File: src/rtl/cdb_result_queue_pkg.sv
// Shared defaults and queue-operation encoding for the CDB result queue.
package cdb_result_queue_pkg;

    localparam int unsigned CDB_DATA_WIDTH_DEF = 4;
    localparam int unsigned CDB_TAG_WIDTH_DEF  = 4;
    localparam int unsigned CDB_DEPTH_DEF      = 4;

    typedef enum logic [1:0] {
        Q_IDLE     = 2'b00,
        Q_PUSH     = 2'b01,
        Q_POP      = 2'b10,
        Q_PUSH_POP = 2'b11
    } q_op_e;

    function automatic q_op_e q_op(input logic push, input logic pop);
        case ({pop, push})
            2'b01:   return Q_PUSH;
            2'b10:   return Q_POP;
            2'b11:   return Q_PUSH_POP;
            default: return Q_IDLE;
        endcase
    endfunction

endpackage

File: src/rtl/cdb_result_queue_if.sv
// Execution-unit input and CDB producer output bundle of one result queue.
interface cdb_result_queue_if
    import cdb_result_queue_pkg::*;
#(
    parameter int unsigned DATA_WIDTH    = CDB_DATA_WIDTH_DEF,
    parameter int unsigned CDB_TAG_WIDTH = CDB_TAG_WIDTH_DEF
);
    logic                     in_valid;
    logic [CDB_TAG_WIDTH-1:0] in_tag;
    logic [DATA_WIDTH-1:0]    in_data;
    logic                     in_ready;
    logic                     cdb_out_request;
    logic [CDB_TAG_WIDTH-1:0] cdb_out_tag;
    logic [DATA_WIDTH-1:0]    cdb_out_data;
    logic                     cdb_out_accepted;

    // master: execution unit plus arbiter side; slave: the queue itself
    modport master (
        output in_valid, in_tag, in_data, cdb_out_accepted,
        input  in_ready, cdb_out_request, cdb_out_tag, cdb_out_data
    );

    modport slave (
        input  in_valid, in_tag, in_data, cdb_out_accepted,
        output in_ready, cdb_out_request, cdb_out_tag, cdb_out_data
    );
endinterface

File: src/rtl/cdb_result_queue.sv
// FIFO of completed results feeding one CDB arbiter slot; head is zeroed when empty.
module cdb_result_queue
    import cdb_result_queue_pkg::*;
#(
    parameter int unsigned DATA_WIDTH    = CDB_DATA_WIDTH_DEF,
    parameter int unsigned CDB_TAG_WIDTH = CDB_TAG_WIDTH_DEF,
    parameter int unsigned DEPTH         = CDB_DEPTH_DEF
) (
    input  logic                         clk,
    input  logic                         rst,
    input  logic                         flush,
    cdb_result_queue_if.slave            bus,
    output logic [$clog2(DEPTH+1)-1:0]   occupancy
);
    localparam int unsigned PTR_W   = $clog2(DEPTH);
    localparam int unsigned CNT_W   = $clog2(DEPTH + 1);
    localparam int unsigned ENTRY_W = CDB_TAG_WIDTH + DATA_WIDTH;

    logic [PTR_W-1:0]   rd_ptr_q, rd_ptr_d;
    logic [PTR_W-1:0]   wr_ptr_q, wr_ptr_d;
    logic [CNT_W-1:0]   count_q, count_d;
    logic [ENTRY_W-1:0] mem_q [DEPTH];
    logic               push, pop;
    q_op_e              op;

    // in_ready depends only on count, keeping the grant off the input path
    assign bus.in_ready        = (count_q != CNT_W'(DEPTH));
    assign bus.cdb_out_request = (count_q != '0);
    assign push                = bus.in_valid && bus.in_ready;
    assign pop                 = bus.cdb_out_request && bus.cdb_out_accepted;
    assign op                  = q_op(push, pop);
    assign occupancy           = count_q;

    assign {bus.cdb_out_tag, bus.cdb_out_data} =
        bus.cdb_out_request ? mem_q[rd_ptr_q] : '0;

    always_comb begin
        rd_ptr_d = rd_ptr_q;
        wr_ptr_d = wr_ptr_q;
        count_d  = count_q;
        case (op)
            Q_PUSH: begin
                wr_ptr_d = wr_ptr_q + 1'b1;
                count_d  = count_q + 1'b1;
            end
            Q_POP: begin
                rd_ptr_d = rd_ptr_q + 1'b1;
                count_d  = count_q - 1'b1;
            end
            Q_PUSH_POP: begin
                wr_ptr_d = wr_ptr_q + 1'b1;
                rd_ptr_d = rd_ptr_q + 1'b1;
            end
            default: ;
        endcase
        if (flush) begin
            rd_ptr_d = '0;
            wr_ptr_d = '0;
            count_d  = '0;
        end
    end

    always_ff @(posedge clk or posedge rst) begin
        if (rst) begin
            rd_ptr_q <= '0;
            wr_ptr_q <= '0;
            count_q  <= '0;
        end else begin
            rd_ptr_q <= rd_ptr_d;
            wr_ptr_q <= wr_ptr_d;
            count_q  <= count_d;
        end
    end

    always_ff @(posedge clk) begin
        if (push && !flush) begin
            mem_q[wr_ptr_q] <= {bus.in_tag, bus.in_data};
        end
    end

endmodule

File: src/flat_wrapper.sv
// flat-port wrapper written by rule: the top's interface ports become plain ports
module cdb_result_queue_flat import cdb_result_queue_pkg::*;
#(
    parameter int unsigned DATA_WIDTH    = CDB_DATA_WIDTH_DEF,
    parameter int unsigned CDB_TAG_WIDTH = CDB_TAG_WIDTH_DEF,
    parameter int unsigned DEPTH         = CDB_DEPTH_DEF
)
  (clk, rst, flush, occupancy, bus_in_valid, bus_in_tag, bus_in_data, bus_cdb_out_accepted, bus_in_ready, bus_cdb_out_request, bus_cdb_out_tag, bus_cdb_out_data);
  cdb_result_queue_if #(.DATA_WIDTH(DATA_WIDTH), .CDB_TAG_WIDTH(CDB_TAG_WIDTH)) bus_i ();
  input  logic clk;
  input  logic rst;
  input  logic flush;
  output logic [$clog2(DEPTH+1)-1:0] occupancy;
  input wire logic [$bits(bus_i.in_valid)-1:0] bus_in_valid;
  input wire logic [$bits(bus_i.in_tag)-1:0] bus_in_tag;
  input wire logic [$bits(bus_i.in_data)-1:0] bus_in_data;
  input wire logic [$bits(bus_i.cdb_out_accepted)-1:0] bus_cdb_out_accepted;
  output wire logic [$bits(bus_i.in_ready)-1:0] bus_in_ready;
  output wire logic [$bits(bus_i.cdb_out_request)-1:0] bus_cdb_out_request;
  output wire logic [$bits(bus_i.cdb_out_tag)-1:0] bus_cdb_out_tag;
  output wire logic [$bits(bus_i.cdb_out_data)-1:0] bus_cdb_out_data;
  assign bus_i.in_valid = bus_in_valid;
  assign bus_i.in_tag = bus_in_tag;
  assign bus_i.in_data = bus_in_data;
  assign bus_i.cdb_out_accepted = bus_cdb_out_accepted;
  assign bus_in_ready = bus_i.in_ready;
  assign bus_cdb_out_request = bus_i.cdb_out_request;
  assign bus_cdb_out_tag = bus_i.cdb_out_tag;
  assign bus_cdb_out_data = bus_i.cdb_out_data;
  cdb_result_queue #(.DATA_WIDTH(DATA_WIDTH), .CDB_TAG_WIDTH(CDB_TAG_WIDTH), .DEPTH(DEPTH)) u_core (.clk(clk), .rst(rst), .flush(flush), .bus(bus_i), .occupancy(occupancy));
endmodule
File: config.mk
export PLATFORM = sky130hd
export DESIGN_NAME = cdb_result_queue_flat
export DESIGN_NICKNAME = d
export VERILOG_FILES = /design/src/rtl/cdb_result_queue_pkg.sv /design/src/rtl/cdb_result_queue_if.sv /design/src/rtl/cdb_result_queue.sv /design/src/flat_wrapper.sv
export SDC_FILE = /design/constraint.sdc
export NUM_CORES = 1
export LEC_CHECK = 0
export ABC_AREA = 1
export CORE_AREA = 2 2 43 84
export CTS_CLUSTER_SIZE = 10
export DETAILED_ROUTE_END_ITERATION = 10
export DIE_AREA = 0 0 45 86
export PLACE_DENSITY = 0.79
export SLEW_MARGIN = 10
export SYNTH_ARGS = -nofsm -noshare
export SYNTH_HDL_FRONTEND = slang
export SYNTH_SLANG_ARGS = --single-unit
export TNS_END_PERCENT = 30
File: constraint.sdc
create_clock -name clk -period 2.9 [get_ports clk]
set_input_delay 0.58 -clock clk [delete_from_list [all_inputs] [get_ports clk]]
set_output_delay 0.58 -clock clk [all_outputs]
set_load 0.05 [all_outputs]
-- Yosys cells after proc, flatten, opt, wreduce, memory -nomap -nowiden
Memory sizes are Yosys's and may differ from the RTL's.
Cells that the tools add are included.
- output and inout bits: 13
- flip-flop bits (word level): 7
- memories kept: 1
- word-level logic and storage cells: 35
- bits in writable memories: 32
- input bits: 13
- memories (name ; words ; bits a word ; read ports ; clocked after memory_dff ; write ports ; line ; RTL):
    u_core.mem_q ; 4 ; 8 ; 1 ; 0 ; 1 ; cdb_result_queue.sv:22 ; logic [ENTRY_W-1:0] mem_q [DEPTH];
- $add $sub $neg: 4
- reductions and logical operators: 10
- eq/ne operators: 7
- mux-type cells: 10
- operators by type and width (cell ; count):
    equality test 2 bit (second input constant) ; 4
    two-way mux 2 bit ; 4
    two-way mux 8 bit ; 1
    case mux 2 bit (3 select lines) ; 1
    case mux 3 bit (2 select lines) ; 1
    nonzero test 3 bit ; 2
    adder 2 x 1 -> 2 bit (second input constant) ; 2
    equality test 2 x 1 -> 1 bit (second input constant) ; 2
    nonzero test 2 bit ; 2
    OR reduction 2 bit ; 2
    adder 3 x 1 -> 3 bit (second input constant) ; 1
    logical AND 1 bit ; 3
    two-way mux 3 bit ; 1
    inequality test 3 bit (second input constant) ; 1
    subtractor 3 x 1 -> 3 bit (second input constant) ; 1
    two-way mux 1 bit ; 2
    zero test 1 bit ; 1

-- Longest topological paths before layout
Gate-level depths: netlist (run 1).
- depth in word-level cells: 8
- depth in mapped cells: 12
- mapped depth without buffers: 12

-- Least setup slack after synthesis (run 1)
Ideal clock, no wire load.
- kind: register -> output
- from: reg u_core.count_q[0] (netlist: u_core.occupancy[0])
- to: out bus_cdb_out_data[0]
- path slack: 0.348 ns
- cell stages (with the launch flop): 5
- required time: 2.320 ns
- arrival: 1.972 ns
- path buffers: 0
- cell sequence: dfrtp_1 > nor2_4 > nand2_2 > inv_2 > a21oi_1
- longest elaborated chain between the ends: 2
- ends and longest elaborated chain (what ; line ; RTL):
    start, declared ; cdb_result_queue.sv:21 ; logic [CNT_W-1:0] count_q, count_d;
    start signal, assigned ; cdb_result_queue.sv:71 ; count_q <= count_d;
    nonzero test 3 bit ; cdb_result_queue.sv:28 ; assign bus.cdb_out_request = (count_q != '0);
    named net bus_cdb_out_request ; flat_wrapper.sv:19 ; output wire logic [$bits(bus_i.cdb_out_request)-1:0] bus_cdb_out_request;
    two-way mux 8 bit ; cdb_result_queue.sv:35 ; bus.cdb_out_request ? mem_q[rd_ptr_q] : '0;
    end, declared ; flat_wrapper.sv:21 ; output wire logic [$bits(bus_i.cdb_out_data)-1:0] bus_cdb_out_data;
The timed path passes the listed nets, and every way through them passes these cells.

-- Worst setup path after layout (run 1)
- from: reg u_core.rd_ptr_q[0]
- to: out bus_cdb_out_tag[0]
- longest elaborated chain between the ends: 2
- ends and longest elaborated chain (what ; line ; RTL):
    start, declared ; cdb_result_queue.sv:19 ; logic [PTR_W-1:0] rd_ptr_q, rd_ptr_d;
    start signal, assigned ; cdb_result_queue.sv:69 ; rd_ptr_q <= rd_ptr_d;
    memory read (4 x 8 bit) ; - ;
    two-way mux 8 bit ; cdb_result_queue.sv:35 ;
    end, declared ; flat_wrapper.sv:20 ; output wire logic [$bits(bus_i.cdb_out_tag)-1:0] bus_cdb_out_tag;
Every way passes these cells.

==> flow_summary.toml, run 1 <==
[floorplanning]
die_area_um2 = 3870
fp.dieW_um = 45
rows = 29
ios = 26
start_util = 0.547
chipHeight_um = 86
core_area_um2 = 3190

[routing]
wl_um = 3510
highest_layer = "met4"
vias_per_cell = 5.54
drtPass1Iterations = 4
route.met3.wl_um = 130
vias = 1230
wl_per_cell_um = 15.8
route.detailed.drc = 0
wl_met2_um = 2120
wl_met1_um = 1190
ant_nets = 0
drt-initial-drc-count = 33

[worst_setup_path]
crit_family = "buffers and inverters"
path_buf_inv = 2
crit_path_max_fanout = 18
crit_slowest_cell = "dfrtp_1"
cp.required_ns = 2.32
crit_chain = "inv_2 -> o21ai_0 -> a21oi_1 -> dlygate4sd2_1"
start_kind = "flip-flop"
timing.rr.end = "u_core.occupancy[2]$_DFFE_PP0P_"
cp_data_arrival_time_ns = 2.09
r2r_setup_slack_ns = 1.04
cp-end-kind = "output pin"
timing.rr.start = "u_core.occupancy[0]$_DFFE_PP0P_"
crit_type = "reg -> out"
rr_worst_depth = 11
critPathMaxStageDelay_ns = 0.60

[synthesis]
yosys.area.top_type_share = 0.551
synth.largest_area_cell = "edfxtp_1"
avgSynthCellArea_um2 = 11.0
syn_inst = 158
synth_area_leaders = "edfxtp_1 (55%), dfrtp_1 (10%), nor2_1 (7.7%), o21ai_1 (3.4%), a21oi_1 (2.9%)"
ys_ff_latch = 39
synthFlopType = "edfxtp_1"
yosysMostFrequentCell = "nor2_1"
ys_seq_area_frac = 0.651
syn_area_um2 = 1750
synth.distinct_cells = 22
netlist_top_cells_count = "nor2_1 (36), edfxtp_1 (32), nand2_1 (13)"
async_flop_share = 0.179
synth_enable_flop_cells = 32
ys.warnings.count = 0
synth_nets = 176

[placement]
port_buffers = 25
dp_hpwl_um = 2610
gp_congestion = 0.740
post-place-ws_ns = 0.240

[power_and_ir_drop]
clkPwrFrac = 0.177
combPwrFrac = 0.469
switching_power_uw = 951
p_int_uw = 1130
pwr_density_cell_nw_per_um2 = 979
power.leakage_uw = 0.000858
swShare = 0.458
seqPwrFrac = 0.354
vdd_drop_max_mv = 0.632

[timing]
min_period_ns = 2.67
final_max_slew_viol_count = 0
period_share = 0.921
max_freq_mhz = 374
finalSetupViolCount = 0
finalHoldViolations = 0
tns_ns = 0
rsz0062_at_grt = "false"
clock_skew_ns = 0.00623
fin_hold_ws_ns = 0.525
slew_headroom = 0.605
worstMarginPinSlew_ns = 0.592
setup_slack_ns = 0.228

[global_route]
antenna_found_initial = 0
grt_usage = 0.217
grt.overflow.total = 0
grt_pass1_vias = 1276
grt_first_pass_wirelength_um = 5840
grt_max_degree = 19

[clock_tree]
cts_root_buf = "clkbuf_8"
ctsHoldBuffers = 0
numCtsBuffers = 5
clock-sinks = 39
clk_pin_slew_worst_paths_ns = 0.07
htreeDepth = 2
clk_latency_ns = 0.29
cts_tree = "done"
cts_buffer_depth = 2

[worst_hold_path]
min_path_type = "in -> async"

[cells_and_area]
drive_gt1_frac = 0.136
syn_to_final_growth_pct = 21.6
diodes = 0
fin_nets = 208
fillers = 244

[status]
outcome = "completed"

[job]
cap_viol_max_count = 0
## flip-flops by register name, summed over array words and instances, names as in the netlist
register and count:
u_core.rd_ptr_q 2, u_core.occupancy 3, u_core.wr_ptr_q 2, u_core.mem_q 32
## cells in the final DEF (no fill, tap or decap), drive strengths merged
cell,synthesis,final
clkinv,1,2
clkbuf,0,7
nand3,5,5
a21oi,11,11
ha,4,4
buf,4,5
nand2,19,19
xnor2,1,1
inv,15,15
dlygate4sd2,0,7
o21ai,19,19
clkdlybuf4s50,0,17
nor2,38,38
edfxtp,32,32
dfrtp,7,7
fa,1,1
nand3b,1,1
## cell families after synthesis
family,after synthesis,share of synthesized area
AOI/OAI and AO/OA,30,0.0882
xor gates and xnor gates,1,0.00502
adders and majority gates,5,0.0401
buffers and inverters,20,0.0487
DFF,39,0.651
and+or+nand+nor,63,0.167
## timing repair
item	4_1_cts	5_1_grt
gates resized for setup	7	0
setup buffers	0	0
endpoints found under the setup margin	7	0
## per-stage QoR
step                      utilization  power, µW  cell area (µm²)  instances
after floorplan                     -       1450             1750        158
after global placement          0.639       1740             2040        214
after detailed placement        0.639       1780             2040        214
after CTS                       0.665       2100             2120        222
after global routing            0.665       2190             2120        222
final                           0.665       2080             2120        222
## area by class of cell
class	instances	area (µm²)	share of cell area
multi-input combinational	99	524	0.247
timing repair buffer	29	269	0.127
tap	31	38.8	0.0183
clock buffer	7	86.3	0.0407
clock inverter	1	5.00	0.00236
sequential	39	1140	0.535
inverter	16	62.6	0.0295
## worst max-delay path by stage
stage | start | endpoint | slack (ns) | cells after the start
CTS | u_core.rd_ptr_q[0]$_DFFE_PP0P_ | bus_cdb_out_tag[0] | 0.21 | 4
global placement | u_core.rd_ptr_q[0]$_DFFE_PP0P_ | bus_cdb_out_tag[3] | 0.36 | 4
finish | u_core.rd_ptr_q[0]$_DFFE_PP0P_ | bus_cdb_out_tag[0] | 0.23 | 4
global route | u_core.rd_ptr_q[0]$_DFFE_PP0P_ | bus_cdb_out_tag[0] | 0.06 | 5
floorplan | u_core.occupancy[0]$_DFFE_PP0P_ | bus_cdb_out_data[0] | 0.35 | 4
detailed placement | u_core.rd_ptr_q[0]$_DFFE_PP0P_ | bus_cdb_out_tag[0] | 0.24 | 4
## metal layers
layer / GRT usage / vias to the layer above
met4: 0.0989 / 0
met1: 0.203 / 606
met3: 0.0653 / 6
met2: 0.400 / 28
met5: 0 / -
li1: - / 590
## power groups by stage
stage,logic (µW),clock network [µW],registers (µW)
3_5_place_dp,1030,0,748
5_1_grt,1050,401,745
4_1_cts,986,375,737
3_3_place_gp,1000,0,741
6_report,975,367,735
2_1_floorplan,687,0,768
Power figures use the tool's default switching activity.
==> run 2, diff against run 1 <==
--- a/config.mk
+++ b/config.mk
@@ -10,6 +10,7 @@
 export CTS_CLUSTER_SIZE = 10
 export DETAILED_ROUTE_END_ITERATION = 10
 export DIE_AREA = 0 0 45 86
+export MAX_ROUTING_LAYER = met4
 export PLACE_DENSITY = 0.79
 export SLEW_MARGIN = 10
 export SYNTH_ARGS = -nofsm -noshare
==> flow_summary.toml, run 2 (synthesized netlist as in run 1, its figures left out) <==
[timing]
finalHoldViolations = 0
min_period_ns = 2.68
finalSetupViolCount = 0
period_share = 0.924
clock_skew_ns = 0.00545
slew_headroom = 0.604
rsz0062_at_grt = "false"
final_max_slew_viol_count = 0
max_freq_mhz = 373
worstMarginPinSlew_ns = 0.594
tns_ns = 0

[cells_and_area]
layout_common_cells = "nor2_1 (36), edfxtp_1 (32), clkdlybuf4s50_1 (17), nand2_1 (13), o21ai_1 (12)"
fin_nets = 208
fin_cells = 222
fin_area_um2 = 2120
drive_gt1_frac = 0.136
largest_reg_flops = 32
fillers = 244
final_common_cell = "nor2_1"
syn_to_final_growth_pct = 21.6
largest-register = "u_core.mem_q"
final-seq-area_um2 = 1140
diodes = 0
multi_input_area_um2 = 524

[routing]
vias = 1227
vias_per_cell = 5.53
drtPass1Iterations = 4
wl_per_cell_um = 15.9
route.detailed.drc = 0
ant_nets = 0
drt-initial-drc-count = 49
wl_um = 3520

[global_route]
grt.busiest_layer = "met2"
grt_use_met3 = 0.0653
met1_usage = 0.202
grt_pass1_vias = 1276
grt_usage = 0.224
grt_max_degree = 19
grt.overflow.total = 0
use_met2 = 0.401
antenna_found_initial = 0
grt_first_pass_wirelength_um = 5840

[worst_setup_path]
rr_worst_depth = 11
cp_data_arrival_time_ns = 2.10
cp.required_ns = 2.32
timing.rr.start = "u_core.occupancy[0]$_DFFE_PP0P_"
crit_type = "reg -> out"
timing.rr.end = "u_core.occupancy[2]$_DFFE_PP0P_"
crit_path_max_fanout = 18
start_kind = "flip-flop"
cp-end-kind = "output pin"
r2r_setup_slack_ns = 1.04

[floorplanning]
chipHeight_um = 86
start_util = 0.547
fp.dieW_um = 45
die_area_um2 = 3870
ios = 26
rows = 29
core_area_um2 = 3190

[placement]
dp.cells = 214
gp_congestion = 0.749
placed_cell_area_um2 = 2040
port_buffers = 25
dp_hpwl_um = 2610

[job]
cap_viol_max_count = 0

[power_and_ir_drop]
power.leakage_uw = 0.000858
pwr_density_cell_nw_per_um2 = 981
vdd_drop_max_mv = 0.637

[clock_tree]
htreeDepth = 2
clk_pin_slew_worst_paths_ns = 0.07
cts_buffer_depth = 2
cts_tree = "done"
numCtsBuffers = 5
cts_root_buf = "clkbuf_8"
ctsHoldBuffers = 0
clock-sinks = 39
clk_latency_ns = 0.30

[status]
outcome = "completed"

[worst_hold_path]
min_path_type = "in -> async"
## run 2: cell counts in the layout (fill, tap and decap cells not counted)
No cell type changed its count.
## run 2: worst max path at each step
stage                                     from                   to  slack, ns  depth (start not counted)
6_report        u_core.rd_ptr_q[0]$_DFFE_PP0P_   bus_cdb_out_tag[0]       0.22                          4
5_1_grt         u_core.rd_ptr_q[0]$_DFFE_PP0P_   bus_cdb_out_tag[0]       0.06                          5
4_1_cts         u_core.rd_ptr_q[0]$_DFFE_PP0P_   bus_cdb_out_tag[0]       0.21                          4
3_5_place_dp    u_core.rd_ptr_q[0]$_DFFE_PP0P_   bus_cdb_out_tag[0]       0.24                          4
3_3_place_gp    u_core.rd_ptr_q[0]$_DFFE_PP0P_   bus_cdb_out_tag[3]       0.36                          4
2_1_floorplan  u_core.occupancy[0]$_DFFE_PP0P_  bus_cdb_out_data[0]       0.35                          4
## run 2: through the flow
stage / total power [µW] / worst slack [ns] / hold slack [ns] / utilization
floorplan: 1450 / 0.348 / 0.383 / -
global placement: 1740 / 0.365 / 0.590 / 0.639
detailed placement: 1780 / 0.240 / 0.609 / 0.639
CTS: 2100 / 0.210 / 0.527 / 0.665
global route: 2190 / 0.0603 / 0.564 / 0.665
finish: 2080 / 0.220 / 0.520 / 0.665
## run 2: critical path, stage by stage, from the launching register on
cell and delay [ns]:
dfrtp_1 0.60, inv_2 0.35, o21ai_0 0.14, a21oi_1 0.16, dlygate4sd2_1 0.54
## run 2: metal layers
metal  share of wire  vias to the layer above
met1            0.34                      603
met4           0.022                        0
met2            0.60                       28
met3           0.040                        7
met5               0                        -
li1                -                      589
## run 2: cell type report
class,count,area share
sequential,39,0.535
multi-input combinational,99,0.247
timing repair buffer,29,0.127
clock buffer,7,0.0407
inverter,16,0.0295
tap,31,0.0183
clock inverter,1,0.00236
## run 2: repair_timing
| item | 4_1_cts | 5_1_grt |
|---|---|---|
| endpoints found under the setup margin | 7 | 0 |
| gates resized for setup | 7 | 0 |
| buffers inserted | 0 | 0 |
## run 2: report_power, final
group,internal [µW],switching [µW],total (µW)
Sequential,659,76.6,735
Combinational,277,699,975
Clock,191,179,371
==> run 3, diff against run 2 <==
--- a/config.mk
+++ b/config.mk
@@ -6,12 +6,15 @@
 export NUM_CORES = 1
 export LEC_CHECK = 0
 export ABC_AREA = 1
-export CORE_AREA = 2 2 43 84
+export CORE_AREA = 2 2 40 79
 export CTS_CLUSTER_SIZE = 10
 export DETAILED_ROUTE_END_ITERATION = 10
-export DIE_AREA = 0 0 45 86
+export DIE_AREA = 0 0 42 81
+export DONT_BUFFER_PORTS = 1
+export GPL_ROUTABILITY_DRIVEN = 0
+export HOLD_SLACK_MARGIN = 0.06
 export MAX_ROUTING_LAYER = met4
-export PLACE_DENSITY = 0.79
+export PLACE_DENSITY = 0.78
 export SLEW_MARGIN = 10
 export SYNTH_ARGS = -nofsm -noshare
 export SYNTH_HDL_FRONTEND = slang
==> flow_summary.toml, run 3 (synthesized netlist as in run 1, its figures left out) <==
[worst_setup_path]
cp.depth = 5
crit_top_cell = "inv_2"
start_kind = "flip-flop"
r2r_setup_slack_ns = 0.63
rr_worst_depth = 11
cp-end-kind = "output pin"
cp_data_arrival_time_ns = 1.96
crit_slowest_cell = "dfrtp_1"
critPathMaxStageDelay_ns = 0.75
crit_path_max_fanout = 8
cp.required_ns = 2.32
path_buf_inv = 3
timing.rr.end = "u_core.occupancy[2]$_DFFE_PP0P_"
crit_family = "flip-flops"
timing.rr.start = "u_core.occupancy[2]$_DFFE_PP0P_"
crit_chain = "inv_2 -> nand2_2 -> inv_2 -> a21oi_1 -> buf_4"
crit_type = "reg -> out"

[cells_and_area]
final_common_cell = "nor2_1"
syn_to_final_growth_pct = 13.3
fin_nets = 193
drive_gt1_frac = 0.205
largest-register = "u_core.mem_q"
largest_reg_flops = 32
layout_common_cells = "nor2_1 (36), edfxtp_1 (32), buf_4 (14), nand2_1 (13), o21ai_1 (12)"
diodes = 0

[routing]
wl_um = 2870
drt-initial-drc-count = 40
wl_per_cell_um = 13.9
vias = 1116
vias_per_cell = 5.42
route.detailed.drc = 0
ant_nets = 0
drtPass1Iterations = 4

[global_route]
grt_first_pass_wirelength_um = 4890
grt_pass1_vias = 1092
grt.overflow.total = 0
grt_usage = 0.208
grt_max_degree = 19
antenna_found_initial = 0

[clock_tree]
clk_latency_ns = 0.29
post_cts_resized = 0
clock-sinks = 39
cts_tree = "done"
htreeDepth = 2
numCtsBuffers = 5
ctsHoldBuffers = 0
clk_pin_slew_worst_paths_ns = 0.08
post_cts_buffers = 0
cts_root_buf = "clkbuf_8"
cts_buffer_depth = 2

[timing]
rsz0062_at_grt = "false"
clock_skew_ns = 0.00950
worstMarginPinSlew_ns = 0.629
final_max_slew_viol_count = 0
tns_ns = 0
finalHoldViolations = 0
min_period_ns = 2.54
max_freq_mhz = 393
period_share = 0.877
fin_hold_ws_ns = 0.0943
slew_headroom = 0.581
finalSetupViolCount = 0

[power_and_ir_drop]
combPwrFrac = 0.438
swShare = 0.446
vdd_drop_max_mv = 0.651
clkPwrFrac = 0.209
pwr_density_cell_nw_per_um2 = 1060
switching_power_uw = 933
power.leakage_uw = 0.000799
seqPwrFrac = 0.353
p_int_uw = 1160
fin_total_pwr_uw = 2090

[floorplanning]
die_area_um2 = 3400
start_util = 0.615
chipHeight_um = 81
ios = 26
core_area_um2 = 2840
fp.dieW_um = 42
rows = 28

[job]
cap_viol_max_count = 0

[placement]
dp_hpwl_um = 2000
port_buffers = 0

[status]
outcome = "completed"

[worst_hold_path]
min_path_type = "in -> async"
## run 3: changes by cell type in the layout (fill, tap and decap cells not counted), sizes merged
| cell | delta |
|---|---|
| clkdlybuf4s50 | -17 |
| buf | +9 |
| dlygate4sd2 | -7 |
| clkbuf | -2 |
| bufinv | +1 |
| clkinv | +1 |
## run 3: metrics by stage
step                cells  worst slack, ns  cell area (µm²)   util
floorplan             158            0.348             1750      -
global placement      198            0.662             1870  0.657
detailed placement    198            0.611             1870  0.657
CTS                   206            0.340             1980  0.697
global route          206            0.274             1980  0.697
finish                206            0.356             1980  0.697
## run 3: worst max path at each step
stage / startpoint / to / slack (ns)
after floorplan: u_core.occupancy[0]$_DFFE_PP0P_ / bus_cdb_out_data[0] / 0.35
after global placement: u_core.occupancy[2]$_DFFE_PP0P_ / u_core.occupancy[2]$_DFFE_PP0P_ / 0.66
after detailed placement: u_core.occupancy[2]$_DFFE_PP0P_ / u_core.occupancy[2]$_DFFE_PP0P_ / 0.61
after CTS: u_core.occupancy[2]$_DFFE_PP0P_ / bus_cdb_out_data[3] / 0.34
after global routing: u_core.occupancy[2]$_DFFE_PP0P_ / bus_cdb_out_tag[0] / 0.27
final: u_core.occupancy[2]$_DFFE_PP0P_ / bus_cdb_out_data[3] / 0.36
## run 3: worst register-to-register path, stage by stage, from the launching register on
cell and delay [ns]:
dfrtp_1 0.62, nand2_2 0.39, nand2_4 0.11, nand2_2 0.13
inv_1 0.06, fa_1 0.37, xnor2_1 0.19, inv_1 0.06
nand2_1 0.06, nand2_1 0.05, nand3_1 0.06, nand2_1 0.06
## run 3: final cells by class
cell class	count	area [µm²]
clock buffer	5	68.8
sequential	39	1140
clock inverter	3	43.8
timing repair buffer	14	105
fill	202	860
multi-input combinational	99	524
tap	30	37.5
inverter	16	62.6
## run 3: power groups by stage
stage,Sequential (µW),Clock (µW),Combinational (µW)
6_report,739,436,916
5_1_grt,746,469,994
4_1_cts,739,441,926
3_5_place_dp,752,0,922
3_3_place_gp,748,0,905
2_1_floorplan,768,0,687
## run 3: routing by layer
layer	vias to the layer above	track usage	part of all wire
li1	564	-	-
met1	522	0.219	0.38
met2	22	0.341	0.55
met3	8	0.0778	0.054
met4	0	0.103	0.021
met5	-	-	0
